File: src/rtl/center_pkg.sv
// Shared types and constants for the centre filter and its per-axis EMA.
// Latency: n/a (declarations only).
// Backpressure: n/a.
package center_pkg;

    localparam int X_DEFAULT = 360;
    localparam int Y_DEFAULT = 240;
    localparam int COORD_W   = 10;
    localparam int VEL_W     = 11;
    localparam int PIXCNT_W  = 20;

    typedef enum logic [1:0] {
        IDLE,
        WAIT,
        SAMPLE,
        UPDATE
    } state_t;

endpackage

File: src/rtl/ema_axis.sv
// One axis of the target smoother: acquire, EMA step with clamp, optional deadband.
// Latency: smooth/vel register one cycle after enable.
// Backpressure: none; enable is a single-cycle strobe and is always accepted.
module ema_axis
    import center_pkg::*;
#(
    parameter int                 SHIFT     = 2,
    parameter int                 DEADBAND  = 2,
    parameter logic [COORD_W-1:0] RESET_VAL = COORD_W'(X_DEFAULT)
) (
    input  logic                      clk,
    input  logic                      reset,
    input  logic [COORD_W-1:0]        raw,
    input  logic                      load,
    input  logic                      step,
    input  logic                      enable,
    input  logic                      deadband,
    output logic [COORD_W-1:0]        smooth,
    output logic signed [VEL_W-1:0]   vel
);

    // Two guard bits keep the signed difference and the sum exact.
    localparam int DW = COORD_W + 2;

    logic signed [DW-1:0] diff;
    logic signed [DW-1:0] stepVal;
    logic signed [DW-1:0] sum;
    logic        [DW-1:0] absDiff;
    logic        [COORD_W-1:0] smoothNext;
    logic                 inBand;

    // EMA candidate: arithmetic shift floors toward -inf, then clamp to the coordinate range
    always_comb begin
        diff    = $signed({2'b00, raw}) - $signed({2'b00, smooth});
        stepVal = diff >>> SHIFT;
        sum     = $signed({2'b00, smooth}) + stepVal;
        absDiff = diff[DW-1] ? DW'(-diff) : DW'(diff);
        inBand  = deadband && (absDiff <= DW'(DEADBAND));
        if (sum[DW-1]) begin
            smoothNext = '0;
        end else if (sum[DW-2:COORD_W] != '0) begin
            smoothNext = '1;
        end else begin
            smoothNext = sum[COORD_W-1:0];
        end
    end

    // Commit on the sample strobe: acquisition loads raw, tracking steps, a miss only zeroes velocity
    always_ff @(posedge clk) begin
        if (reset) begin
            smooth <= RESET_VAL;
            vel    <= '0;
        end else if (enable) begin
            if (load) begin
                smooth <= raw;
                vel    <= '0;
            end else if (step && !inBand) begin
                smooth <= smoothNext;
                vel    <= $signed({1'b0, smoothNext}) - $signed({1'b0, smooth});
            end else begin
                vel    <= '0;
            end
        end
    end

endmodule

File: src/rtl/center_filter.sv
// Temporal filter on the colour centre-of-mass: EMA position, velocity, lost/valid tracking.
// Latency: frame start at T -> centre sampled at T+DIV_LATENCY+1, outputs and updated at T+DIV_LATENCY+2.
// Backpressure: none; streaming input, a new frame start during the divider wait drops the old frame.
// Optional deadband on small steps: define CENTER_FILTER_DEADBAND_EN.
module center_filter
    import center_pkg::*;
#(
    parameter int DIV_LATENCY = 40,
    parameter int SHIFT       = 2,
    parameter int MIN_PIXELS  = 64,
    parameter int LOST_FRAMES = 4,
    parameter int DEADBAND    = 2
) (
    input  logic                     clk,
    input  logic                     reset,
    input  logic [10:0]              x,
    input  logic [9:0]               y,
    input  logic                     included,
    input  logic [COORD_W-1:0]       xCenter,
    input  logic [COORD_W-1:0]       yCenter,
    output logic [COORD_W-1:0]       xSmooth,
    output logic [COORD_W-1:0]       ySmooth,
    output logic signed [VEL_W-1:0]  xVel,
    output logic signed [VEL_W-1:0]  yVel,
    output logic                     valid,
    output logic                     lost,
    output logic                     updated
);

    localparam int WAIT_W = (DIV_LATENCY > 1) ? $clog2(DIV_LATENCY) : 1;
    localparam int MISS_W = $clog2(LOST_FRAMES + 1);

    state_t              state;
    state_t              nextState;
    logic                prevZero;
    logic                atOrigin;
    logic                frameStart;
    logic [PIXCNT_W-1:0] pixCnt;
    logic [PIXCNT_W-1:0] pixLatch;
    logic [WAIT_W-1:0]   waitCnt;
    logic [MISS_W-1:0]   missCnt;
    logic [MISS_W-1:0]   missNext;
    logic                sampleEn;
    logic                hit;
    logic                dbEn;

`ifdef CENTER_FILTER_DEADBAND_EN
    assign dbEn = 1'b1;
`else
    assign dbEn = 1'b0;
`endif

    assign atOrigin   = (x == '0) && (y == '0);
    assign frameStart = atOrigin && !prevZero;
    assign hit        = pixLatch >= PIXCNT_W'(MIN_PIXELS);
    assign missNext   = (missCnt == MISS_W'(LOST_FRAMES)) ? missCnt : missCnt + 1'b1;

    // Remember last cycle's origin so a held origin yields one frame start
    always_ff @(posedge clk) begin
        if (reset) prevZero <= 1'b0;
        else       prevZero <= atOrigin;
    end

    // Count qualifying pixels per frame; snapshot the finished frame's count at each frame start
    always_ff @(posedge clk) begin
        if (reset) begin
            pixCnt   <= '0;
            pixLatch <= '0;
        end else if (frameStart) begin
            pixLatch <= pixCnt;
            pixCnt   <= {{(PIXCNT_W-1){1'b0}}, included};
        end else if (included && pixCnt != '1) begin
            pixCnt   <= pixCnt + 1'b1;
        end
    end

    // Divider settle timer: restarts on every frame start, counts down to zero and parks there
    always_ff @(posedge clk) begin
        if (reset)                 waitCnt <= '0;
        else if (frameStart)       waitCnt <= WAIT_W'(DIV_LATENCY - 1);
        else if (waitCnt != '0)    waitCnt <= waitCnt - 1'b1;
    end

    // State register
    always_ff @(posedge clk) begin
        if (reset) state <= IDLE;
        else       state <= nextState;
    end

    // Next state; a nonzero timer in UPDATE means a frame start arrived during SAMPLE
    always_comb begin
        nextState = state;
        case (state)
            IDLE:    if (frameStart) nextState = WAIT;
            WAIT:    if (!frameStart && waitCnt == '0) nextState = SAMPLE;
            SAMPLE:  nextState = UPDATE;
            UPDATE:  nextState = (frameStart || waitCnt != '0) ? WAIT : IDLE;
            default: nextState = IDLE;
        endcase
    end

    // Output decode: results are committed in SAMPLE so they become visible with the UPDATE pulse
    always_comb begin
        sampleEn = (state == SAMPLE);
        updated  = (state == UPDATE);
    end

    // Hit/miss bookkeeping: a hit re-arms tracking, enough consecutive misses declare the target lost
    always_ff @(posedge clk) begin
        if (reset) begin
            missCnt <= '0;
            valid   <= 1'b0;
            lost    <= 1'b1;
        end else if (sampleEn) begin
            if (hit) begin
                missCnt <= '0;
                valid   <= 1'b1;
                lost    <= 1'b0;
            end else begin
                missCnt <= missNext;
                if (missNext == MISS_W'(LOST_FRAMES)) begin
                    valid <= 1'b0;
                    lost  <= 1'b1;
                end
            end
        end
    end

    ema_axis #(
        .SHIFT     (SHIFT),
        .DEADBAND  (DEADBAND),
        .RESET_VAL (COORD_W'(X_DEFAULT))
    ) u_xAxis (
        .clk      (clk),
        .reset    (reset),
        .raw      (xCenter),
        .load     (hit && !valid),
        .step     (hit && valid),
        .enable   (sampleEn),
        .deadband (dbEn),
        .smooth   (xSmooth),
        .vel      (xVel)
    );

    ema_axis #(
        .SHIFT     (SHIFT),
        .DEADBAND  (DEADBAND),
        .RESET_VAL (COORD_W'(Y_DEFAULT))
    ) u_yAxis (
        .clk      (clk),
        .reset    (reset),
        .raw      (yCenter),
        .load     (hit && !valid),
        .step     (hit && valid),
        .enable   (sampleEn),
        .deadband (dbEn),
        .smooth   (ySmooth),
        .vel      (yVel)
    );

endmodule

File: config.mk
export PLATFORM = sky130hd
export DESIGN_NAME = center_filter
export DESIGN_NICKNAME = d
export VERILOG_FILES = /design/src/rtl/center_pkg.sv /design/src/rtl/ema_axis.sv /design/src/rtl/center_filter.sv
export SDC_FILE = /design/constraint.sdc
export NUM_CORES = 1
export LEC_CHECK = 0
export ABC_AREA = 0
export BUFFER_PORTS_ARGS = -buffer_cell sky130_fd_sc_hd__clkbuf_2
export CELL_PAD_IN_SITES_DETAIL_PLACEMENT = 1
export CELL_PAD_IN_SITES_GLOBAL_PLACEMENT = 1
export CORE_MARGIN = 10
export CORE_UTILIZATION = 47
export DETAILED_ROUTE_END_ITERATION = 7
export PLACE_DENSITY_LB_ADDON = 0.1
export SYNTH_ARGS = -nofsm -noshare
export SYNTH_HDL_FRONTEND = slang
export SYNTH_SLANG_ARGS = --single-unit
export TNS_END_PERCENT = 50
File: constraint.sdc
create_clock -name clk -period 10.9 [get_ports clk]
set_input_delay 2.18 -clock clk [delete_from_list [all_inputs] [get_ports clk]]
set_output_delay 2.18 -clock clk [all_outputs]
set_load 0.02 [all_outputs]
==> results of run 1 <==
## worst max-delay path, stage by stage
cell       delay, ps
clkbuf_2          90
ha_1             340
a21o_1           200
a31o_2           240
a31o_2           270
a21oi_2          260
nor2b_1          100
nor2_1           180
o21ai_0          130
xor2_1           160
ha_1             340
o21ai_0          100
o21bai_1         170
a31oi_1          110
nor2_1           200
nor2_1           140
xnor2_1          740
o21ai_1          180
ha_1             260
fa_1             410
nor2b_1          120
o21ai_0          110
a21boi_0         270
o21ai_0          170
a21oi_1          260
a2111oi_0        150
a211oi_1         220
nor2_1            80
## sequential cells by signal (all words and copies together), names as in the netlist
signal	cells
pixCnt	20
pixLatch	14
u_xAxis.vel	11
u_yAxis.vel	11
u_xAxis.smooth	10
u_yAxis.smooth	10
waitCnt	6
missCnt	3
state	2
lost	1
prevZero	1
valid	1
## final timing paths
| check | to | slack [ps] | cells after the start |
|---|---|---|---|
| hold / removal | pixLatch[12] | 460 | 2 |
| hold reg to reg | pixLatch[12] | 460 | 2 |
| setup reg to reg | u_yAxis.vel[10] | 4350 | 28 |
| setup / recovery | u_yAxis.vel[10] | 2920 | 28 |
## cell type report
cell class	instances	share of cell area (%)
flip-flops and latches	90	24.9
clock buffers	11	3.36
clock inverters	5	0.502
inverters	46	2.39
repair buffers	93	6.61
well taps	176	3.04
multi-input cells	632	59.2
## synth_stat cells, drive strengths merged (3+ instances only)
cell type  count
dfxtp         90
nor2          85
a21oi         75
ha            69
nand2         67
o21ai         56
inv           46
xnor2         39
clkbuf        26
or3           19
nor3          18
nand2b        15
a21o          14
a211oi        13
o21a          12
xor2          12
nand3         11
nor2b         11
o211ai         9
a31oi          8
nor4           8
a311oi         7
nand4          7
or2            7
a221oi         5
a31o           5
buf            5
o21bai         5
o22ai          5
a21boi         4
and3           4
fa             4
a211o          3
and2           3
o31ai          3
or4            3
## layer usage
layer | global-route usage [%] | vias to the layer above | part of all wire (%)
met2 | 38.4 | 116 | 52
met1 | 23.4 | 2973 | 41
met5 | 0 | - | 0
li1 | - | 3002 | -
met3 | 4.33 | 24 | 5.3
met4 | 5.80 | 0 | 1.5
## cell families after synthesis
kind of cell    count (synthesis)  share of synthesized area [%]
fa+ha+maj                      73                           14.8
xor+xnor                       51                           7.29
compound gates                240                           24.7
mux                             4                          0.666
simple gates                  264                           19.7
buf+inv                        77                           4.76
flops                          90                           28.2
## cells in the final DEF (no fill, tap or decap), drive strengths merged, types with 4 or more instances in the layout
master,count
or3,19
nand3,11
buf,5
nand2,67
a311oi,7
a31oi,8
a31o,5
o22ai,5
o21bai,5
o21a,12
nor2b,11
a21o,14
a221oi,5
nor2,85
fa,4
or2,7
xnor2,39
inv,48
xor2,12
a21boi,4
nor4,8
nor3,18
o211ai,9
nand2b,15
clkbuf,99
a21oi,75
ha,69
dfxtp,90
nand4,7
a211oi,13
and3,4
o21ai,56
## metrics by stage
stage	setup slack [ps]	power, mW
2_1_floorplan	3750	0.541
3_3_place_gp	3120	0.584
3_5_place_dp	2700	0.601
4_1_cts	3030	0.903
5_1_grt	2400	0.951
6_report	2920	0.896
## power groups by stage
stage	logic, mW	registers [mW]	clock network, mW
after floorplan	0.191	0.351	0
after global placement	0.232	0.352	0
after detailed placement	0.248	0.353	0
after CTS	0.251	0.345	0.307
after global routing	0.282	0.346	0.322
final	0.250	0.345	0.300
==> results.txt, run 1 <==
The flow ran to the end, and the final reports show no timing, DRC or antenna violations. The share of the clock period used by the worst path is between 70 and 80%. Setup repair after global routing left no endpoint under its margin.

The area taken by flip-flops and latches came out at 1800 um^2. The class of the worst hold path is reg -> reg. The region available for standard cell placement spans roughly 13000 um^2. The clock power share is 33.5%.

The dominant cell type by area after synthesis is dfxtp_1. The post-detailed-routing wire length came out at 19.2 mm. The leakage power came out at ~3.0 nW. The worst setup path is captured at a flip-flop. The number of max-slew violations in the final report came out at 0.

The async set or reset register ratio after synthesis came out at 0%. Across the VDD grid, the largest voltage drop is between 0.1 and 0.15 mV. Of all nets on the critical path, the largest fanout is 11. The power density over the cells came out at approximately 120 nW/um^2. The minimum clock period after layout is around 8000 ps. The switching power as a share of total power is about a third.

The post-cts gate resize count is 0. The number of vias per cell came out at just under 6. The post-route clock skew came out at between 9 and 10 ps. The floorplan step set the die width to approximately 140 um. The global-route wire length before repair is roughly 32 mm. Ranked by total cell area, the synthesized netlist is headed by dfxtp_1, ha_1, a21oi_1, xnor2_1, nor2_1. The slew of the pin with the lowest slew margin came out at 1140 ps.

The die is 137 um tall. Synthesis handed over a netlist of approximately 800 instances. The post-layout instance count excluding filler cells is roughly 1100. The worst setup path is launched from an input port. The number of setup violations in the final report is 0. For this configuration, the core starts out at a cell density of between 40 and 50%. The number of hold violations in the final report came out at 0. In this run, the number of DRC markers left after iteration 0 of detailed routing was between 200 and 250.

The mean instance size in the synthesized netlist is between 7 and 8 um^2. The congestion estimate from routability-driven global placement came to around 0.9. The multi-input logic area came out at approximately 4300 um^2. The number of top-level design ports came out at 89. The total nets after synthesis is 916. After synthesis, the netlist uses ~70 different library cells.

Combinational logic burns between 20% and 30% of the power. The die covers 18700 um^2. TritonCTS built the clock tree.

Buffers placed on the I/O ports in this run total just under 90. The clock-pin slew on the worst setup and hold paths is approximately 70 ps. Relative to the synthesized area, the layout overhead comes to 13.2%. Once detailed placement completed, the half-perimeter wirelength came to between 10 and 15 mm. Entering global routing, the biggest net connects 67 pins. 0 antenna diodes ended up in the layout. The post-route cell area is roughly 7200 um^2. The detailed router placed approximately 6100 vias in this run. The start-to-end type of the worst setup path is in -> reg. Synthesis inferred 90 register bits.

The fraction of synthesized cell area taken by the top area cell type came out at 28.2%. The level count of the clock H-tree came out at 3. For this run, the leading register cell type out of synthesis is dfxtp_1. Sequential cells account for 38.5% of the total power.

In the final design database the tool counted ~990 nets. The clock tree buffer depth is 2. The clock latency on the worst-skew pair came out at roughly 350 ps. The number of buffers inserted to repair setup after CTS came out at 0. The worst slew margin relative to its limit came out at roughly 24%.

The number of buffers inserted during clock tree synthesis came out at 9. The share of post-route cells with drive strength above 1 came out at 15.5%. The average wire per standard cell came out at about 18 um.

The most critical setup path has its startpoint at yCenter[2]. STA puts the critical path data required time at between 10000 and 15000 ps. The quantity of hold-fixing buffers added after cts came out at 0. Max-cap violations in this run came to 0. The overflow left after global routing is 0. The cell at the root of the clock tree is clkbuf_16. The startpoint identified for the worst hold timing path is pixLatch[12]. The final sum of negative setup slack came out at 0 ps.

The number of flops mapped to enable cells by yosys came out at 0. The count of standard-cell rows is 42. Cells fill 54.4% of the core in the end.

In this run the critical register-to-register path is launched from u_yAxis.smooth[2]. The number of antenna-violating nets in the routed design came out at 0. The count of TritonRoute iterations in the first routing pass came out at 4. STA puts the critical path data arrival time at between 8000 and 9000 ps. The number of antenna violations at the first check in global routing came out at 0. The placed instance count is 1037. For this run, design rule violations remaining after detail routing come to 0. The worst hold-check slack is roughly 460 ps. The number of warnings reported in the yosys synthesis log is 0.

The clock net in this run drives a total of 90 sinks. The netlist area before placement came out at about 6400 um^2. The number of global-route vias before repair is around 6500. Static timing analysis puts the maximum clock frequency at 125 MHz.

For this run, the register share of the synthesized area comes to 28.2%. The internal power consumption came out at 0.608 mW. The total of fill cells in the finished design came out at ~1700. The switching power is 0.287 mW. The global-route usage over all layers is between 20% and 30%. The area after detailed placement is around 7000 um^2.
(Power assumes the default switching activity.)
==> run 2, diff against run 1 <==
--- a/config.mk
+++ b/config.mk
@@ -10,7 +10,7 @@
 export CELL_PAD_IN_SITES_DETAIL_PLACEMENT = 1
 export CELL_PAD_IN_SITES_GLOBAL_PLACEMENT = 1
 export CORE_MARGIN = 10
-export CORE_UTILIZATION = 47
+export CORE_UTILIZATION = 43
 export DETAILED_ROUTE_END_ITERATION = 7
 export PLACE_DENSITY_LB_ADDON = 0.1
 export SYNTH_ARGS = -nofsm -noshare
==> constraint.sdc (replaced) <==
create_clock -name clk -period 7.9 [get_ports clk]
set_input_delay 1.58 -clock clk [delete_from_list [all_inputs] [get_ports clk]]
set_output_delay 1.58 -clock clk [all_outputs]
set_load 0.02 [all_outputs]
==> results.txt, run 2 (same netlist as run 1, synthesis figures left out) <==
The number of maximum-capacitance constraint violations is 0 (unchanged). The diode insertion count for antenna repair is 0 (unchanged). The number of buffer and inverter stages on the critical path is 1 (unchanged). The critical path's largest stage delay came out at 430 ps (-310 ps).

The number of buffers inserted during clock tree synthesis came out at 9 (unchanged). The post-DP HPWL came to 15.0 mm (+0.49%). CTS placed an instance of clkbuf_16 at the clock tree root.

The average wire per standard cell is 18.0 um (-1.4%). The final sum of negative setup slack came to 0 ps (unchanged). The global-route wire length before repair is 32.1 mm (+0.28%). For the finished layout, the period the worst path requires is 6950 ps. The library cells used most frequently in the layout, excluding fill and tap cells, are dfxtp_1, clkbuf_2, nor2_1, a21oi_1, ha_1. The via count is 6092 (-0.38%).

The overflow left after global routing came out at 0 (unchanged). The internal power consumption came out at 0.842 mW (+38%). The maximum fanout along the worst path is 12 (+1).

In this run the worst setup path begins at yCenter[2]. The area growth from synthesis to layout is 13.8%. The number of vias per cell was 5.74 (-1.1%). pixCnt holds more flip-flops than any other register. The number of antenna-violating nets in the routed design came out at 0 (unchanged). The number of flip-flops under the largest register name is 20 (unchanged).

The part of the total power dissipated in combinational logic is 27.3% (-0.6 points). The slew of the pin with the lowest slew margin was 1010 ps (-127 ps). The class of the worst hold path is reg -> reg. The clock-pin slew on the worst setup and hold paths came out at 80 ps (about the same). The quantity of hold-fixing buffers added after cts came to 0 (unchanged). TritonCTS built the clock tree. The clock power share came out at 35.0% (+1.5 points). The count of TritonRoute iterations in the first routing pass came out at 5 (+1).

The worst slew margin relative to its limit came out at 32.3% (+8.3 points). The switching power is 0.422 mW (+47%). The number of buffers inserted by port buffering came out at 88 (unchanged). The library cell used most frequently in the layout, excluding fill and tap cells, is dfxtp_1. The sequential group share of total power is 37.7% (-0.8 points).

The post-route cell area came out at 7270 um^2 (+0.52%). The worst setup path is launched from an input port. Setup repair after global routing left no endpoint under its margin.

The number of max-slew violations in the final report was 0 (unchanged). The number of clock sinks seen by CTS is 90 (unchanged). The largest individual stage delay along the critical path comes from the cell fa_1. The arrival time at the worst endpoint is 7180 ps (-1010 ps). In this design, the critical path's most frequently occurring cell is ha_1. The height of the die came out at 142 um (+3.9%). The DRC violation count after routing is 0 (unchanged). The clock latency on the worst-skew pair is 360 ps (about the same). The cell family contributing the most delay on the critical path is compound AO/OA/AOI/OAI gates. The die footprint was 20100 um^2 (+7.9%). The standard cell core area was 14500 um^2 (+9.3%). The startpoint of the worst-slack reg-to-reg timing path is u_yAxis.smooth[1]. The largest net degree at the start of global routing came out at 50 (-25%).

The overall die width is 142 um (+3.9%). The largest registers in the layout are pixCnt: 20 flops, pixLatch: 14 flops. The number of global-route vias before repair is 6533 (-0.17%). The required time of the critical path is 8130 ps (-2980 ps).

The number of hold violations in the final report is 0 (unchanged). The level count of the clock H-tree came out at 3 (unchanged). The maximum vdd drop is 0.141 mV (+12%). The post-detailed-routing wire length came to 19.1 mm (-0.64%).

The clock tree buffer depth is 2 (unchanged). The share of the clock period used by the worst path came out at between 80% and 90%. The effective utilization at floorplan came to 44.0% (-4.1 points). The global-route usage over all layers came out at 19.2% (-1.6 points).

The final net count is 989 (unchanged). The post-cts gate resize count is 0 (unchanged). The initial detailed-routing violation count came out at 225 (+10%). The power density over the cells came out at 174 nW/um^2 (+40%). The leakage power is 3.01 nW (+0.35%). The number of antenna violations at the first check in global routing is 0 (unchanged). The run finished with clean final reports. The switching power as a share of total power is 33.4% (+1.3 points). The area after detailed placement is 6970 um^2 (+0.14%).

The share of post-route cells with drive strength above 1 is 15.6% (+0.11 points). STA classifies the critical path endpoint as a flip-flop. The worst hold path begins at pixLatch[19].

Timing would allow up to approximately 140 MHz. The critical path is of the in -> reg type. The number of setup violations in the final report was 0 (unchanged).

The count of standard-cell rows is 44 (+4.8%). The placer congestion estimate came out at 0.847 (-6.9%). The number of top-level design ports came out at 89 (unchanged). The post-route clock skew was 10.5 ps (+1.28 ps). The number of buffers inserted to repair setup after CTS came out at 0 (unchanged).
-- run 2: cell types whose count changed in the layout (fill, tap and decap cells not counted), sizes merged --
cell and change:
clkbuf -2, inv +2
-- run 2: power groups by stage --
stage | combinational [mW] | sequential [mW] | clock, mW
floorplan | 0.263 | 0.484 | 0
global placement | 0.326 | 0.485 | 0
detailed placement | 0.344 | 0.487 | 0
CTS | 0.347 | 0.476 | 0.457
global route | 0.393 | 0.479 | 0.475
finish | 0.345 | 0.476 | 0.442
-- run 2: worst paths after layout --
path                      to  slack [ps]  cells after the start
max reg2reg  u_yAxis.vel[10]        1770                     28
min reg2reg     pixLatch[19]         460                      2
min             pixLatch[19]         460                      2
max          u_yAxis.vel[10]         950                     28
-- run 2: per-stage QoR --
stage          utilization (%)  hold slack (ps)  cells  power, mW  setup slack (ps)
2_1_floorplan                -              436    799      0.747              1350
3_3_place_gp              47.9              437   1045      0.811               831
3_5_place_dp              47.9              450   1045      0.830               641
4_1_cts                   50.0              461   1061       1.28               975
5_1_grt                   50.0              489   1061       1.35               377
6_report                  50.0              458   1061       1.26               947
-- run 2: area by class of cell --
| type | instances | area [um^2] |
|---|---|---|
| inverters | 46 | 173 |
| multi-input cells | 632 | 4280 |
| well taps | 184 | 230 |
| fillers | 1802 | 7260 |
| flip-flops and latches | 90 | 1800 |
| repair buffers | 93 | 478 |
| clock inverters | 7 | 81.3 |
| clock buffers | 9 | 225 |
-- run 2: layer usage --
metal  vias up  GRT usage, %  part of all wire, %
met5         -             0                    0
li1       3001             -                    -
met4         0          6.78                  2.0
met1      2965          22.5                   44
met2        91          34.0                   50
met3        35          3.67                  4.0
-- run 2: tightest hold or removal path, stage by stage (launching register included) --
cell	delay, ps
dfxtp_1	310
nand2_1	50
a21oi_1	50
